**src/rtl/uart_arbiter_pkg.sv**
```systemverilog
// ============================================================================
// Module      : uart_arbiter_pkg
// Description : Shared definitions for the UART arbiter and for users of the
//               UART controller.
//               - Controller status bit indices.
//               - Arbiter FSM state encoding.
//               - Helper that turns a requester index into an ack mask.
// Revision    : 1.0 - initial release
// ============================================================================
`default_nettype none

package uart_arbiter_pkg;

    // Bit positions inside the controller's uart_status byte.
    localparam int c_TX_NOT_FULL  = 0;
    localparam int c_TX_EMPTY     = 1;
    localparam int c_RX_NOT_EMPTY = 2;

    // Arbiter FSM state encoding.
    typedef enum logic [1:0] {
        ST_IDLE    = 2'd0,
        ST_WR      = 2'd1,
        ST_RD_WAIT = 2'd2,
        ST_SETTLE  = 2'd3
    } arb_state_t;

    // Requester index -> one-hot ack mask.
    function automatic logic [1:0] idx_to_mask(input logic idx);
        return idx ? 2'b10 : 2'b01;
    endfunction

endpackage : uart_arbiter_pkg

`default_nettype wire

```
**src/rtl/uart_arbiter_rr_arb2.sv**
```systemverilog
// ============================================================================
// Module      : rr_arb2
// Description : Two-way round-robin pick. When both requesters are eligible,
//               the one that was not granted last wins. When only one is
//               eligible, it wins.
// Ports       : eligible[1:0] - per-requester eligibility
//               last          - index granted most recently
//               grant         - chosen index (meaningful when valid=1)
//               valid         - at least one requester is eligible
// Revision    : 1.0 - initial release
// ============================================================================
`default_nettype none

module rr_arb2 (
    input  logic [1:0] eligible,
    input  logic       last,
    output logic       grant,
    output logic       valid
);

    always_comb begin
        valid = |eligible;
        if (eligible == 2'b11) begin
            grant = ~last;
        end else begin
            // Single eligible requester (or none, where grant is ignored).
            grant = eligible[1];
        end
    end

endmodule : rr_arb2

`default_nettype wire

```
**src/rtl/uart_arbiter.sv**
```systemverilog
// ============================================================================
// Module      : uart_arbiter
// Description : Arbitrates two requesters onto one UART controller port.
//               Writes push one byte into the controller. Reads pop one byte
//               after READ_LAT cycles, or complete empty when RX has no data.
//               Each transaction is followed by SETTLE idle cycles, so the
//               controller status seen at the next grant reflects it.
// Ports       : clk, rst            - clock, async active-high reset
//               req_wr/req_rd[1:0]  - level requests, held until ack
//               req_data0/1         - write byte per requester
//               ack[1:0]            - one-cycle completion pulse
//               rdata, rd_empty     - read result, valid in the ack cycle
//               uart_wr_en          - write strobe to the controller
//               uart_read           - read strobe to the controller
//               uart_data           - write data to the controller
//               uart_status         - controller status byte
//               uart_data_out       - controller RX FIFO head
// Revision    : 1.0 - initial release
// ============================================================================
`default_nettype none

module uart_arbiter
    import uart_arbiter_pkg::*;
#(
    parameter int READ_LAT = 3,   // >= 1
    parameter int SETTLE   = 2    // >= 1
) (
    input  logic        clk,
    input  logic        rst,
    input  logic [1:0]  req_wr,
    input  logic [1:0]  req_rd,
    input  logic [7:0]  req_data0,
    input  logic [7:0]  req_data1,
    output logic [1:0]  ack,
    output logic [7:0]  rdata,
    output logic        rd_empty,
    output logic        uart_wr_en,
    output logic        uart_read,
    output logic [15:0] uart_data,
    input  logic [7:0]  uart_status,
    input  logic [7:0]  uart_data_out
);

    localparam logic [7:0] c_RD_LAST     = 8'(READ_LAT - 1);
    localparam logic [7:0] c_SETTLE_LAST = 8'(SETTLE - 1);

    arb_state_t r_state;
    logic [7:0] r_cnt;
    logic       r_last;     // index granted most recently
    logic       r_gnt;      // index owning the current transaction

    logic       w_tx_ok;
    logic       w_rx_ok;
    logic [1:0] w_eligible;
    logic       w_gnt;
    logic       w_valid;
    logic       w_gnt_wr;
    logic [7:0] w_gnt_data;
    logic       w_unused_status;

    assign w_tx_ok = uart_status[c_TX_NOT_FULL];
    assign w_rx_ok = uart_status[c_RX_NOT_EMPTY];

    // A write blocked by a full TX FIFO makes its requester ineligible, so the
    // other requester can still be served in the same cycle. A write also
    // masks a simultaneous read from the same requester.
    generate
        for (genvar gi = 0; gi < 2; gi++) begin : g_elig
            assign w_eligible[gi] = req_wr[gi] ? w_tx_ok : req_rd[gi];
        end
    endgenerate

    rr_arb2 u_rr_arb2 (
        .eligible (w_eligible),
        .last     (r_last),
        .grant    (w_gnt),
        .valid    (w_valid)
    );

    assign w_gnt_wr   = req_wr[w_gnt];
    assign w_gnt_data = w_gnt ? req_data1 : req_data0;

    assign w_unused_status = &{1'b0, uart_status[7:3], uart_status[c_TX_EMPTY]};

    always_ff @(posedge clk or posedge rst) begin
        if (rst) begin
            r_state    <= ST_IDLE;
            r_cnt      <= '0;
            r_last     <= 1'b1;     // requester 0 wins the first tie
            r_gnt      <= 1'b0;
            ack        <= '0;
            rdata      <= '0;
            rd_empty   <= 1'b0;
            uart_wr_en <= 1'b0;
            uart_read  <= 1'b0;
            uart_data  <= '0;
        end else begin
            // Strobes are single-cycle unless re-asserted below.
            ack        <= '0;
            rd_empty   <= 1'b0;
            uart_wr_en <= 1'b0;
            uart_read  <= 1'b0;

            case (r_state)
                ST_IDLE: begin
                    if (w_valid) begin
                        r_last <= w_gnt;
                        r_gnt  <= w_gnt;
                        r_cnt  <= '0;
                        if (w_gnt_wr) begin
                            uart_wr_en <= 1'b1;
                            uart_data  <= {8'h00, w_gnt_data};
                            r_state    <= ST_WR;
                        end else if (w_rx_ok) begin
                            uart_read <= 1'b1;
                            r_state   <= ST_RD_WAIT;
                        end else begin
                            // Nothing to read: complete immediately as empty.
                            ack      <= idx_to_mask(w_gnt);
                            rd_empty <= 1'b1;
                            rdata    <= '0;
                            r_state  <= ST_SETTLE;
                        end
                    end
                end

                ST_WR: begin
                    ack     <= idx_to_mask(r_gnt);
                    r_cnt   <= '0;
                    r_state <= ST_SETTLE;
                end

                ST_RD_WAIT: begin
                    if (r_cnt == c_RD_LAST) begin
                        rdata   <= uart_data_out;
                        ack     <= idx_to_mask(r_gnt);
                        r_cnt   <= '0;
                        r_state <= ST_SETTLE;
                    end else begin
                        r_cnt <= r_cnt + 8'd1;
                    end
                end

                ST_SETTLE: begin
                    // The ack cycle is the first settle cycle.
                    if (r_cnt == c_SETTLE_LAST) begin
                        r_cnt   <= '0;
                        r_state <= ST_IDLE;
                    end else begin
                        r_cnt <= r_cnt + 8'd1;
                    end
                end

                default: begin
                    r_cnt   <= '0;
                    r_state <= ST_IDLE;
                end
            endcase
        end
    end

endmodule : uart_arbiter

`default_nettype wire

```
**config.mk**
```make
export PLATFORM = sky130hd
export DESIGN_NAME = uart_arbiter
export DESIGN_NICKNAME = d
export VERILOG_FILES = /design/src/rtl/uart_arbiter_pkg.sv /design/src/rtl/uart_arbiter_rr_arb2.sv /design/src/rtl/uart_arbiter.sv
export SDC_FILE = /design/constraint.sdc
export NUM_CORES = 1
export LEC_CHECK = 0
export CAP_MARGIN = 20
export CORE_ASPECT_RATIO = 0.7
export CORE_MARGIN = 5
export CORE_UTILIZATION = 26
export CTS_CLUSTER_DIAMETER = 60
export DETAILED_ROUTE_END_ITERATION = 10
export PLACE_DENSITY = 0.58
export SETUP_SLACK_MARGIN = 0.2
export SLEW_MARGIN = 20
export SYNTH_ARGS = -nofsm -noshare
export SYNTH_HDL_FRONTEND = slang
export SYNTH_HIERARCHICAL = 1
export SYNTH_SLANG_ARGS = --single-unit
```
**constraint.sdc**
```tcl
create_clock -name clk -period 4.4 [get_ports clk]
set_input_delay 1.1 -clock clk [delete_from_list [all_inputs] [get_ports clk]]
set_output_delay 1.1 -clock clk [all_outputs]
set_load 0.02 [all_outputs]
```
==> results of run 1 <==
## flip-flops by register name, indices dropped and copies added (netlist names)
register,flops
r_last,1
rd_empty,1
r_state,2
r_gnt,1
uart_wr_en,1
uart_read,1
uart_data,8
r_cnt,8
rdata,8
ack,2
## per-layer routing
layer | up-vias | GRT usage | share of wire
met5 | - | 0 | 0
met4 | 0 | 0.03065 | 0.0074
met3 | 5 | 0.05000 | 0.095
met2 | 44 | 0.1467 | 0.42
met1 | 617 | 0.1298 | 0.47
li1 | 662 | - | -
## worst reg2reg max path, stage by stage, from the launching register on
cell and delay [ps]:
dfrtp_1 420, inv_1 120, ha_1 390, nand2_1 200
or3b_1 490, a211oi_4 470, a22o_1 190
## synthesized netlist by cell type, types with 3 or more instances
cell type  number
inv_1           7
dfrtp_1        32
a22o_1         10
buf_4           8
mux2i_1        12
a21oi_1        12
nor3_1          3
nor2_1         15
nand3_1         6
ha_1            8
nand2_1         8
xnor2_1         3
o21ai_0         5
## how the worst min path moves through the flow
stage	endpoint	startpoint	depth (start not counted)
floorplan	r_gnt	r_gnt	1
global placement	rdata[0]	rdata[0]	1
detailed placement	rdata[0]	rdata[0]	1
CTS	rdata[3]	rdata[3]	1
global route	rdata[7]	rdata[7]	1
finish	r_gnt	r_gnt	1
## area by class of cell
class | instances | area (um^2)
sequential | 33 | 827.0
multi-input combinational | 116 | 815.8
clock buffer | 5 | 68.82
tap | 91 | 113.9
clock inverter | 2 | 35.03
fill | 657 | 3914
timing repair buffer | 54 | 535.5
inverter | 7 | 26.28
## power groups by stage
stage | clock network, W | logic (W) | registers [W]
floorplan | 0 | 0.000305 | 0.000567
detailed placement | 0 | 0.000654 | 0.000479
global route | 0.000295 | 0.000709 | 0.000492
finish | 0.000276 | 0.000646 | 0.000477
global placement | 0 | 0.000649 | 0.000479
CTS | 0.000284 | 0.000656 | 0.000478
## cells by family after synthesis
group                    after synthesis
AND/OR/NAND/NOR                       43
multiplexers                          15
XOR/XNOR                               3
adder cells (fa/ha/maj)                8
buffers and inverters                 19
flip-flops                            33
other                                  1
AO/OA/AOI/OAI                         39
## through the flow
stage / hold slack, ps / area (um^2)
floorplan: 465.3 / 1745
global placement: 487.8 / 2318
detailed placement: 493.0 / 2318
CTS: 510.0 / 2422
global route: 519.3 / 2422
finish: 506.5 / 2422
==> impl_metrics.ini, run 1 <==
[grt]
grt_pass1_wl_mm = 6.782
grt_pass1_vias = 1469
grt_max_degree = 34
grt_usage = 0.1002
antenna_found_initial = 0
gr-total-overflow = 0

[timing]
tightest_slew_ps = 985.8
fin_ws_ps = 903.6
finalSetupTns_ps = 0
rsz0062_at_grt = false
relSlewSlack = 0.3403
min_period_ps = 3496
finalSetupViolCount = 0
slew_violations = 0
fin_crit_sh = 0.7946
hold_viol = 0
skew_ps = 3.433
fmax_mhz = 286.0

[run_status]
status = finished, final reports clean

[critical_path]
path_buf_inv = 1
cp_top_family = compound AO/OA/AOI/OAI gates
worst_setup_path_start_kind = input pin
end_kind = flop
required_ps = 4620
worstPathArrival_ps = 3720
crit_cells = 7
r2r_start = r_state[0]
crit_path_cell_trace = clkdlybuf4s50_1, mux2_2, a21boi_1, mux2i_2, or3b_1, a211oi_4, a22o_1
reg2reg_slack_ps = 2040
path_max_fanout = 8
cpMaxStageDelayCell = clkdlybuf4s50_1
critPathKind = input pin to flop
r2r_cells = 6
cp_slowest_stage_delay_ps = 500
crit_end = rdata[3]
rr_endpoint = rdata[3]
crit_start = req_wr[0]

[floorplan]
start_util = 0.2713
die_w_um = 107.2
placeableCoreArea_mm2 = 0.006336
io_pins = 67
fp-row-count = 24
die-area_mm2 = 0.008364
die_h_um = 78.03

[clocking]
hold_buffers = 0
path_clk_slew_ps = 70
ctsResizeCount = 0
cts_buffers = 5
htree_levels = 2
cts_tree = done
cts_setup_buffers = 0
clockRootBuffer = clkbuf_8
cts.sinks = 33
worst_skew_pair.late_latency_ps = 280
clock_path_buffers = 2

[layout]
fin_cells = 308
fin_util = 0.3823
layout_commonest_cell = clkdlybuf4s50_1
syn_to_final_growth_pct = 40.90
final_cell_mix = 52 x clkdlybuf4s50_1, 32 x dfrtp_1, 15 x nor2_1
fin_nets = 263
final_layout_size_suffix_gt1_frac = 0.07834
antenna_cells = 0

[power_and_ir_drop]
p_seq_frac = 0.341
p_clk_frac = 0.197
powerDensity_mw_per_mm2 = 577.5
switching_share = 0.3735
comb_power_share = 0.461
power_w = 0.001399
vdd_ir_drop_max_v = 0.0002160
intPower_w = 0.0008764
power_switching_w = 0.0005225
leakagePower_nw = 1.062

[yosys]
yosysWarningCount = 6
ys_types = 38
synth_xor_area_frac = 0.01528
synth_enable_flop_cells = 0
netlist_area_mm2 = 0.001719
synth_top_family_by_area = compound AO/OA/AOI/OAI gates
syn_inst = 161
synthTopCellsByArea = dfrtp_1 47%, mux2i_1 7.0%, ha_1 5.8%
synth-compound-area-share = 0.1630
synth_largest_area_cell = dfrtp_1
synthArstFlopShare = 1.000
ys_ff_latch = 33
ys.flop_type = dfrtp_1
synth.avg_cell_area_um2 = 10.68
synth_top_area_share = 0.4658
muxShareOfSynthArea = 0.09098
synthAdderAreaFrac = 0.05822
yosys.area_share.simple = 0.1295
yosysSeqAreaShare = 0.4811

[detailed_routing]
wirelength_mm = 3.917
drc_errors = 0
dr.pass1.iters = 4
viasPerCell = 4.312
detail-route-antenna-nets = 0
drtIter0Drc = 38
num_vias = 1328
wl_per_cell_um = 12.72

[placement]
dpl.hpwl_mm = 2.936
gp_congestion = 0.7760
io_buffers = 52
pre_cts_ws_ps = 609.4
dp_cells = 301

[flow_run]
max_cap_viol_count = 0

[worst_hold_path]
hp-class = flop to flop
Note: power is estimated with default switching activity, not from simulation.
==> inputs of run 2 (changes only) <==
PLACE_DENSITY = 0.6   (was 0.58)
clock period = 3.2 ns   (was 4.4 ns; I/O delays follow)
==> impl_metrics.ini, run 2 (same netlist as run 1, synthesis figures left out) <==
[floorplan]
die_h_um = 78.03
start_util = 0.2713
die-area_mm2 = 0.008364
placeableCoreArea_mm2 = 0.006336
die_w_um = 107.2
fp-row-count = 24
io_pins = 67

[timing]
finalSetupTns_ps = 0
fin_crit_sh = 0.8887
tightest_slew_ps = 601.4
hold_viol = 0
skew_ps = 7.910
hold_slack_ps = 509.3
finalSetupViolCount = 0
slew_violations = 0
fmax_mhz = 351.7
relSlewSlack = 0.5982
fin_ws_ps = 356.3
min_period_ps = 2844
rsz0062_at_grt = false

[critical_path]
r2r_start = r_state[0]
required_ps = 3430
crit_start = req_wr[0]
worst_setup_path_start_kind = input pin
critPathKind = input pin to flop
path_max_fanout = 8
worstPathArrival_ps = 3080
end_kind = flop

[layout]
layout_commonest_cell = clkdlybuf4s50_1
fill_cells = 639
final_layout_size_suffix_gt1_frac = 0.1205
fin_cells = 315
syn_to_final_growth_pct = 46.00
reg_top3 = r_cnt x8, rdata x8, uart_data x8
antenna_cells = 0
final_cell_mix = 52 x clkdlybuf4s50_1, 32 x dfrtp_1, 14 x nor2_1
fin_nets = 269

[placement]
dpl.hpwl_mm = 2.990
dp_cells = 307
io_buffers = 52
gp_congestion = 0.7329
pre_cts_ws_ps = -38.58

[detailed_routing]
dr.pass1.iters = 4
viasPerCell = 4.267
wirelength_mm = 4.086
wl_per_cell_um = 12.97
detail-route-antenna-nets = 0
drc_errors = 0
num_vias = 1344
drtIter0Drc = 35

[clocking]
worst_skew_pair.late_latency_ps = 290
hold_buffers = 0
path_clk_slew_ps = 80
clockRootBuffer = clkbuf_8
cts_tree = done
cts_setup_buffers = 0
clock_path_buffers = 2
cts.sinks = 33
htree_levels = 2
cts_buffers = 5

[grt]
grt_use_met1 = 0.1432
gr-total-overflow = 0
groute.layer.met2.usage = 0.1367
grt_usage = 0.1032
top_usage_layer = met1
grt_use_met3 = 0.05328
grt_max_degree = 34
grt_pass1_vias = 1401
antenna_found_initial = 0
grt_pass1_wl_mm = 6.865

[power_and_ir_drop]
powerDensity_mw_per_mm2 = 817.7
power_w = 0.002052
leakagePower_nw = 1.108
vdd_ir_drop_max_v = 0.0003263

[worst_hold_path]
min_from = rdata[5]
hp-class = flop to flop

[flow_run]
max_cap_viol_count = 0

[run_status]
status = finished, final reports clean
## run 2: path summary, 6_finish.rpt
kind	endpoint	slack, ps	cells past startpoint
min in group asynchronous	rdata[1]	900	3
max in group asynchronous	r_last	1970	3
setup / recovery	rdata[3]	360	8
setup reg to reg	rdata[3]	960	7
hold reg to reg	rdata[5]	510	1
hold / removal	rdata[5]	510	1
## run 2: final cells by class
class	count	area [um^2]	share of cell area
well taps	91	113.9	0.04536
multi-input cells	116	824.5	0.3285
clock buffers	5	68.82	0.02742
clock inverters	3	68.82	0.02742
inverters	7	26.28	0.01047
repair buffers	60	580.6	0.2313
flip-flops and latches	33	827.0	0.3295
## run 2: routing by layer
| layer | vias up | wire length, um |
|---|---|---|
| met5 | - | 0 |
| met4 | 0 | 59 |
| met3 | 8 | 367 |
| met2 | 42 | 1663 |
| met1 | 618 | 1995 |
| li1 | 676 | - |
## run 2: repair_timing
item | 4_1_cts | 5_1_grt
endpoints found under the setup margin | 0 | 16
resized for setup | 0 | 3
endpoints found under the hold margin | 0 | 0
## run 2: where the power goes
part | switching (W) | total [W] | internal, W
logic | 0.000480 | 0.000908 | 0.000427
clock network | 0.000172 | 0.000486 | 0.000314
registers | 0.0000947 | 0.000659 | 0.000564
## run 2: worst max-delay path, cell delays in order
cell	delay (ps)
clkdlybuf4s50_1	480
mux2_2	360
a21boi_2	190
mux2i_2	240
or3b_4	440
a211oi_4	240
buf_4	190
a22o_1	140
## run 2: metrics by stage
step,util,area (um^2)
after floorplan,-,1745
after CTS,0.3947,2501
after global routing,0.3961,2510
after detailed placement,0.3730,2364
final,0.3961,2510
after global placement,0.3730,2364
==> inputs of run 3 (changes only) <==
SLEW_MARGIN = not set   (was 20)
==> results of run 3 <==
Same layout as run 2: the final DEF is identical, and so are final timing and power.
==> variant: new RTL, flow settings as in run 3 <==
Reset style: synchronous (`rst`), changed in one clocked block. Comments in the files are not updated.
--- a/src/rtl/uart_arbiter.sv
+++ b/src/rtl/uart_arbiter.sv
@@ -82,7 +82,7 @@
 
     assign w_unused_status = &{1'b0, uart_status[7:3], uart_status[c_TX_EMPTY]};
 
-    always_ff @(posedge clk or posedge rst) begin
+    always_ff @(posedge clk) begin
         if (rst) begin
             r_state    <= ST_IDLE;
             r_cnt      <= '0;
Behaviour: differs if rst is asserted again (counterexample within 4 cycles, from zero or initial values and one cycle with rst high); with rst held inactive, the same outputs for 10 cycles.
==> variant against run 3 <==
Sequential cell count stayed put. Hold slack worse by 36 ps. Total power down 24%. Clock power decreased by 16%. Die area grew 3.6%. Synthesized area up 4.0%. Setup slack improved by 160 ps. Via count grew 20%. Wire length up 3.4%. Final cell count up 10%. Sequential power shrank 21%. Final area fell by 0.55%. Maximum frequency rose by 6.1%. Critical path depth shrank 1. Critical path type unchanged. Largest power group unchanged.
==> variant: results (changes against run 3) <==
| Metric | Value |
|---|---|
| Hold-critical path endpoint | rdata[3] |
| R2r startpoint | r_state[0] |
| PwrDens | 629 nW/um^2 (-23%) |
| Mapped Avg Cell Area | 8.85 sq um (-17%) |
| Final setup margin | 521 ps (+164 ps) |
| Dominant synthesized flop cell | dfxtp_1 |
| Bufs w/o clock | 58 (-3.3%) |
| Comb. pwr | 0.000645 W (-29%) |
| Largest net degree at the start of global routing | 19 (-44%) |
| Worst Path Arrival | 2880 ps (-200 ps) |
| Post-place instance area | 2370 sq um (+0.32%) |
| Outcome | completed |
| Post-synthesis sequential area ratio | 36.9% (-11 points) |
| CP startpoint | req_wr[1] |
| DP Worst Slack | -28.3 ps (+10.3 ps) |
| Slew headroom | 60.2% (+0.39 points) |
| Hold_ws | 473 ps (-36.3 ps) |
| Fraction of area in multi-input gates | 40.6% (+7.8 points) |
| Placed Cells | 340 (+11%) |
| Iteration-0 DRC count of the detailed router | 52 (+49%) |
| R2r setup slk | 1230 ps (+270 ps) |
| Distinct cells, synth | 50 (+32%) |
| Hold Path Stages | 2 (+1) |
| Multi-input gate area | 1010 sq um (+23%) |
| Hold path start | rdata[3] |
| Non-clock buffer share of cell area | 22.7% (-0.47 points) |
| Clock Skew | 7.66 ps (-0.252 ps) |
| Top area cells in the synthesized netlist | dfxtp_1 (37%), ha_1 (5.6%), mux2i_1 (5.0%) |
| Logic inverters | 6 (-1) |
| FF-to-FF path depth | 6 (-1) |
variant: changes by cell type in the layout (fill, tap and decap cells not counted), moves of 3 or more:
cell,before,now
a211oi_1,0,8
nand2_1,8,16
a22o_1,10,0
dfrtp_1,32,0
nand3_1,6,2
o21ai_1,0,4
mux2i_1,12,9
and2_1,0,4
nand4b_1,0,8
o211ai_1,0,3
xnor2_1,3,0
o22ai_1,0,5
a21oi_1,12,16
dfxtp_1,0,33
variant: metal layers:
| layer | track usage [%] | up-vias | part of all wire [%] |
|---|---|---|---|
| li1 | - | 829 | - |
| met1 | 13.4 | 739 | 51 |
| met2 | 14.8 | 38 | 41 |
| met5 | 0 | - | 0 |
| met3 | 4.04 | 3 | 7.2 |
| met4 | 2.65 | 0 | 0.64 |
variant: cells by family after synthesis:
group	count (synthesis)	synth area share, %
flops	33	36.9
mux	12	7.07
compound gates	58	22.2
buf+inv	27	8.33
other cells	1	0.210
fa+ha+maj	8	5.60
simple gates	63	19.7
